$ cat src/rtl/repeat_add_multiplier.sv
// Sequential unsigned multiplier: A and B arrive in turn on a shared bus, and A is
// added into P B times while B counts down to zero. done stays high until start drops.
module repeat_add_multiplier #(
  parameter int WIDTH = 16
) (
  input  logic             clk,
  input  logic             rst,
  input  logic             start,
  input  logic [WIDTH-1:0] data_in,
  output logic [WIDTH-1:0] product,
  output logic             done
);

  typedef enum logic [2:0] {
    IDLE   = 3'd0,
    LOAD_A = 3'd1,
    LOAD_B = 3'd2,
    CALC   = 3'd3,
    DONE   = 3'd4
  } state_t;

  state_t           state, next_state;
  logic [WIDTH-1:0] a_reg, b_reg, p_reg;
  logic             ld_a, ld_b, add_en;
  logic             equal_z;

  assign equal_z = (b_reg == '0);

  // NOTE: sequential state uses non-blocking assignments so every register samples
  // pre-edge values; blocking here would make the result depend on process order.
  always_ff @(posedge clk or posedge rst) begin
    if (rst) state <= IDLE;
    else     state <= next_state;
  end

  // NOTE: every output of this block gets a default first; a path that leaves one
  // unassigned would infer a latch.
  always_comb begin
    next_state = state;
    ld_a       = 1'b0;
    ld_b       = 1'b0;
    add_en     = 1'b0;
    case (state)
      IDLE:   if (start) next_state = LOAD_A;
      LOAD_A: begin
        ld_a       = 1'b1;
        next_state = LOAD_B;
      end
      LOAD_B: begin
        ld_b       = 1'b1;
        next_state = CALC;
      end
      CALC: begin
        if (equal_z) next_state = DONE;
        else         add_en     = 1'b1;
      end
      DONE:   if (!start) next_state = IDLE;
      default: next_state = IDLE;
    endcase
  end

  // P is cleared when B is loaded, so a new operation never sees the previous result.
  always_ff @(posedge clk or posedge rst) begin
    if (rst) begin
      a_reg <= '0;
      b_reg <= '0;
      p_reg <= '0;
    end else begin
      if (ld_a) a_reg <= data_in;
      if (ld_b) begin
        b_reg <= data_in;
        p_reg <= '0;
      end
      if (add_en) begin
        p_reg <= p_reg + a_reg;
        b_reg <= b_reg - 1'b1;
      end
    end
  end

  assign product = p_reg;
  assign done    = (state == DONE);

endmodule

$ cat config.mk
export PLATFORM = sky130hd
export DESIGN_NAME = repeat_add_multiplier
export DESIGN_NICKNAME = d
export VERILOG_FILES = /design/src/rtl/repeat_add_multiplier.sv
export SDC_FILE = /design/constraint.sdc
export NUM_CORES = 1
export LEC_CHECK = 0
export CAP_MARGIN = 20
export CELL_PAD_IN_SITES_DETAIL_PLACEMENT = 2
export CELL_PAD_IN_SITES_GLOBAL_PLACEMENT = 2
export CORE_ASPECT_RATIO = 1.4
export CORE_UTILIZATION = 33
export CTS_BUF_LIST = sky130_fd_sc_hd__clkbuf_8
export CTS_CLUSTER_DIAMETER = 60
export DETAILED_ROUTE_END_ITERATION = 12
export PLACE_DENSITY_LB_ADDON = 0.12
export SYNTH_ARGS = -nofsm -noshare
export SYNTH_HDL_FRONTEND = slang
export SYNTH_SLANG_ARGS = --single-unit
$ cat constraint.sdc
create_clock -name clk -period 2.2 [get_ports clk]
set_input_delay 0.44 -clock clk [delete_from_list [all_inputs] [get_ports clk]]
set_output_delay 0.44 -clock clk [all_outputs]
set_load 0.05 [all_outputs]
### Yosys cells after proc, flatten, opt, wreduce, memory -nomap -nowiden

Index checks and enable logic that the tools add are counted.

* register bits: 51
* word-level logic and storage cells: 29
* input bits: 19

* equal/unequal tests: 7
* add/subtract/negate cells: 2
* muxes and demuxes: 12
* reduce and logical (&&, ||, !) cells: 4

Operators by type and width (count)
* $mux W16: 4
* $add A16 B16 Y16: 1
* $logic_not A16 Y1: 1
* $sub A16 B1 Y16 const B: 1
* $pmux W3 S5: 1
* $mux W3: 3
* $eq A3 B2 Y1 const B: 2
* $ne A2 B2 Y1 const B: 3
* $mux W1: 4
* $eq A3 B1 Y1 const B: 1
* $eq A3 B3 Y1 const B: 1
* $logic_not A3 Y1: 1
* $reduce_and A3 Y1: 1
* $reduce_bool A2 Y1: 1

### Depth between registers and ports, before layout

* depth after elaboration: 4
* mapped depth: 9

### Least setup slack after synthesis

No wires, ideal clock.

* path type: register to register
* start point: reg p_reg[0] (netlist: product[0])
* end point: reg p_reg[12] (netlist: product[12])
* cell stages (with the launch flop): 10
* period minus slack after synthesis: 2653 ps
* arrival: 2583 ps
* library setup time: 70 ps
* buffers on the path: 0
* setup slack: -453 ps
* required time: 2130 ps
* cell sequence: dfrtp_1 > ha_1 > inv_1 > fa_1 > nor2b_1 > o31a_2 > o31ai_1 > o21ai_1 > or4b_2 > nand3_1

* word-level cells in the longest chain between the ends: 2

Ends and longest elaborated chain
* start, declared: line 23 `logic [WIDTH-1:0] a_reg, b_reg, p_reg;`
* start signal, assigned: line 75 `p_reg <= p_reg + a_reg;`
* $add A16 B16 Y16: line 75
* $mux W16: line 74 `if (add_en) begin`

No other way between the ends.
A chain may end at the register's enable or synchronous reset.

### Worst setup path in the final report

Ends and elaborated chain as after synthesis.

==> reports/metrics.yaml <==
peakVddDrop_v: 0.0007289
port-buffer-count: 35
root_buffer: "clkbuf_8"
first_pass_iters: 8
numCtsBuffers: 5
wl_um: 9743
power_w: 0.006800
crit_family: "compound AO/OA/AOI/OAI gates"
synth_top_area_share_pct: 41.26
required_ns: 2.46
status: "finished with violations"
worstSetupStartpointType: "flip-flop"
grt_pass1_vias: 3061
hold_path.class: "input pin to async pin"
grt_pass1_wl_um: 15700
violations: "design-rule violations"
synthArstFlopShare_pct: 100.0
area_growth_pct: 27.43
hold_ws_ns: 0.4393
cp-end-kind: "flip-flop"
path_clk_slew_ns: 0.10
max_freq_mhz: 456.6
hold_viol: 0
syn_avg_cell_area_um2: 9.666
syn_nets: 357
antenna_found_initial: 0
die_area_um2: 9769
path_buf_inv: 2
maxCapViolations: 0
place.gp.congestion: 0.8138
clock_latency_ns: 0.32
ant_nets: 0
setup.worst_path.class: "flip-flop to flip-flop"
grt_max_degree: 35
die_y_um: 116.6
synth_cell_types: 56
drive_above_1_share_pct: 20.74
synth-edff-count: 0
layout_min_cycle_time_ns: 2.190
yosysTopAreaCell: "dfrtp_1"
finalSetupViolCount: 0
rows: 41
antennaDiodeCount: 0
rsz0062_at_grt: "true"
grt_usage_pct: 21.12
cts_tree: "built"
syn_area_um2: 3093
die_x_um: 83.82
leakagePower_nw: 1.701
cts_hold_buf: 0
fillers: 980
maxSlewViolCount: 0
p_per_area_nw_per_um2: 1725
first_iter_violations: 72
overflow: 0
wl_per_cell_um: 20.17
ys_ff_latch: 51
fin_worst_skew_ns: 0.004569
coreArea_um2: 9080
crit_chain: "ha_4 > inv_2 > fa_2 > nor2b_2 > o31a_2 > o31ai_4 > o21ai_2 > buf_4 > a31o_2 > nand3_2"
synth.area.top_cells: "dfrtp_1, ha_1, mux2_2"
routed-via-count: 2736
drc_errors: 2
viasPerCell: 5.665
cts.path.max_buffers: 2
nets: 412
final.period_utilization_pct: 99.56
slew_headroom_pct: 62.15
pin_count: 36
slowest_delay_ns: 0.43
worstPathArrival_ns: 2.45
hpwl_um: 7389
yosysWarnings: 0
cts.htree.levels: 2
crit_slowest_cell: "dfrtp_2"
worst_slew_pin_slew_ns: 0.5677
seq_area_frac_synth_pct: 41.26
crit_fanout: 3
cts_sinks: 51
synth_ff_type: "dfrtp_1"
syn-instance-count: 320
initial_core_util_pct: 34.06
[layout by cell type (no fill, tap or decap), types with 5 or more instances in the layout]
cell type and instances:
a21o_1 6, a21oi_1 19, and3_1 6, buf_4 25, clkbuf_8 6, clkdlybuf4s50_1 34, dfrtp_1 48, ha_1 15
inv_1 8, mux2_2 15, nand2_1 29, nand3_1 18, nor2_1 17, o211ai_1 11, o21a_1 7, o21ai_0 23
o21ai_1 5, xor2_1 5
[cells by family after synthesis]
logic type,after synthesis,synth area share (%)
compound gates,107,23.46
xor+xnor,8,2.265
fa+ha+maj,18,7.524
buf+inv,24,3.802
flops,51,41.26
mux,16,5.785
simple gates,96,15.90
[cell usage after synthesis, types with 2 or more instances]
library cell,number
xnor2_1,3
nand2b_1,4
a211oi_1,4
o21ai_0,26
dfrtp_1,51
a31o_2,2
xor2_1,5
clkbuf_1,9
mux2_2,15
ha_1,17
o21a_1,7
nand4_1,2
nor2_1,17
inv_1,10
and2_1,3
a22oi_1,2
buf_6,3
o211ai_1,11
o21ai_1,4
nor3_1,4
nand2_1,29
a311oi_1,3
nor3b_1,2
o31ai_1,2
a31oi_1,3
o311ai_0,4
a21o_1,6
and3_1,6
o21bai_1,2
a21oi_1,20
nand3_1,19
[what timing repair did]
item	CTS	global route
pin swaps	3	10
gates resized for setup	5	7
setup buffers	1	6
gates cloned	0	0
setup endpoints to repair	5	7
[final timing paths]
path / slack, ns / cells after the start / startpoint / to
max in group asynchronous: 1.21 / 3 / rst / b_reg[13]
setup / recovery: 0.01 / 10 / product[0] / product[12]
min in group clk: 0.50 / 1 / b_reg[15] / b_reg[15]
setup reg to reg: 0.01 / 10 / product[0] / product[12]
hold / removal: 0.44 / 2 / rst / a_reg[1]
hold reg to reg: 0.50 / 1 / b_reg[15] / b_reg[15]
[report_power, final]
part	total, W	switching [W]	internal (W)
sequential	0.00178	0.000392	0.00139
combinational	0.00431	0.00246	0.00185
clock	0.000707	0.000338	0.000369
total	0.00680	0.00319	0.00361
[area by class of cell]
class | count | area [um^2] | area share (%)
clock inverter | 2 | 35.03 | 0.8889
multi-input combinational | 245 | 1784 | 45.27
sequential | 51 | 1280 | 32.48
inverter | 10 | 37.54 | 0.9524
tap | 107 | 133.9 | 3.397
timing repair buffer | 62 | 588.1 | 14.92
clock buffer | 6 | 82.58 | 2.095
[per-stage QoR]
step	TNS, ns	cell area (um^2)	setup WS (ns)	std cells	utilization [%]
CTS	0	3871	0.009077	477	42.63
detailed placement	-0.001860	3715	-0.001860	468	40.91
global route	-0.3211	3941	-0.09153	483	43.41
global placement	0	3715	0.05799	468	40.91
floorplan	-0.08089	3126	-0.08089	320	-
finish	0	3941	0.009703	483	43.41
[metal layers]
metal / wire length, um / global-route usage, %
met1: 3963 / 22.97
met2: 5461 / 41.42
met3: 149 / 2.615
met4: 168 / 8.506
met5: 0 / 0
Note: power is estimated with default switching activity, not from simulation.
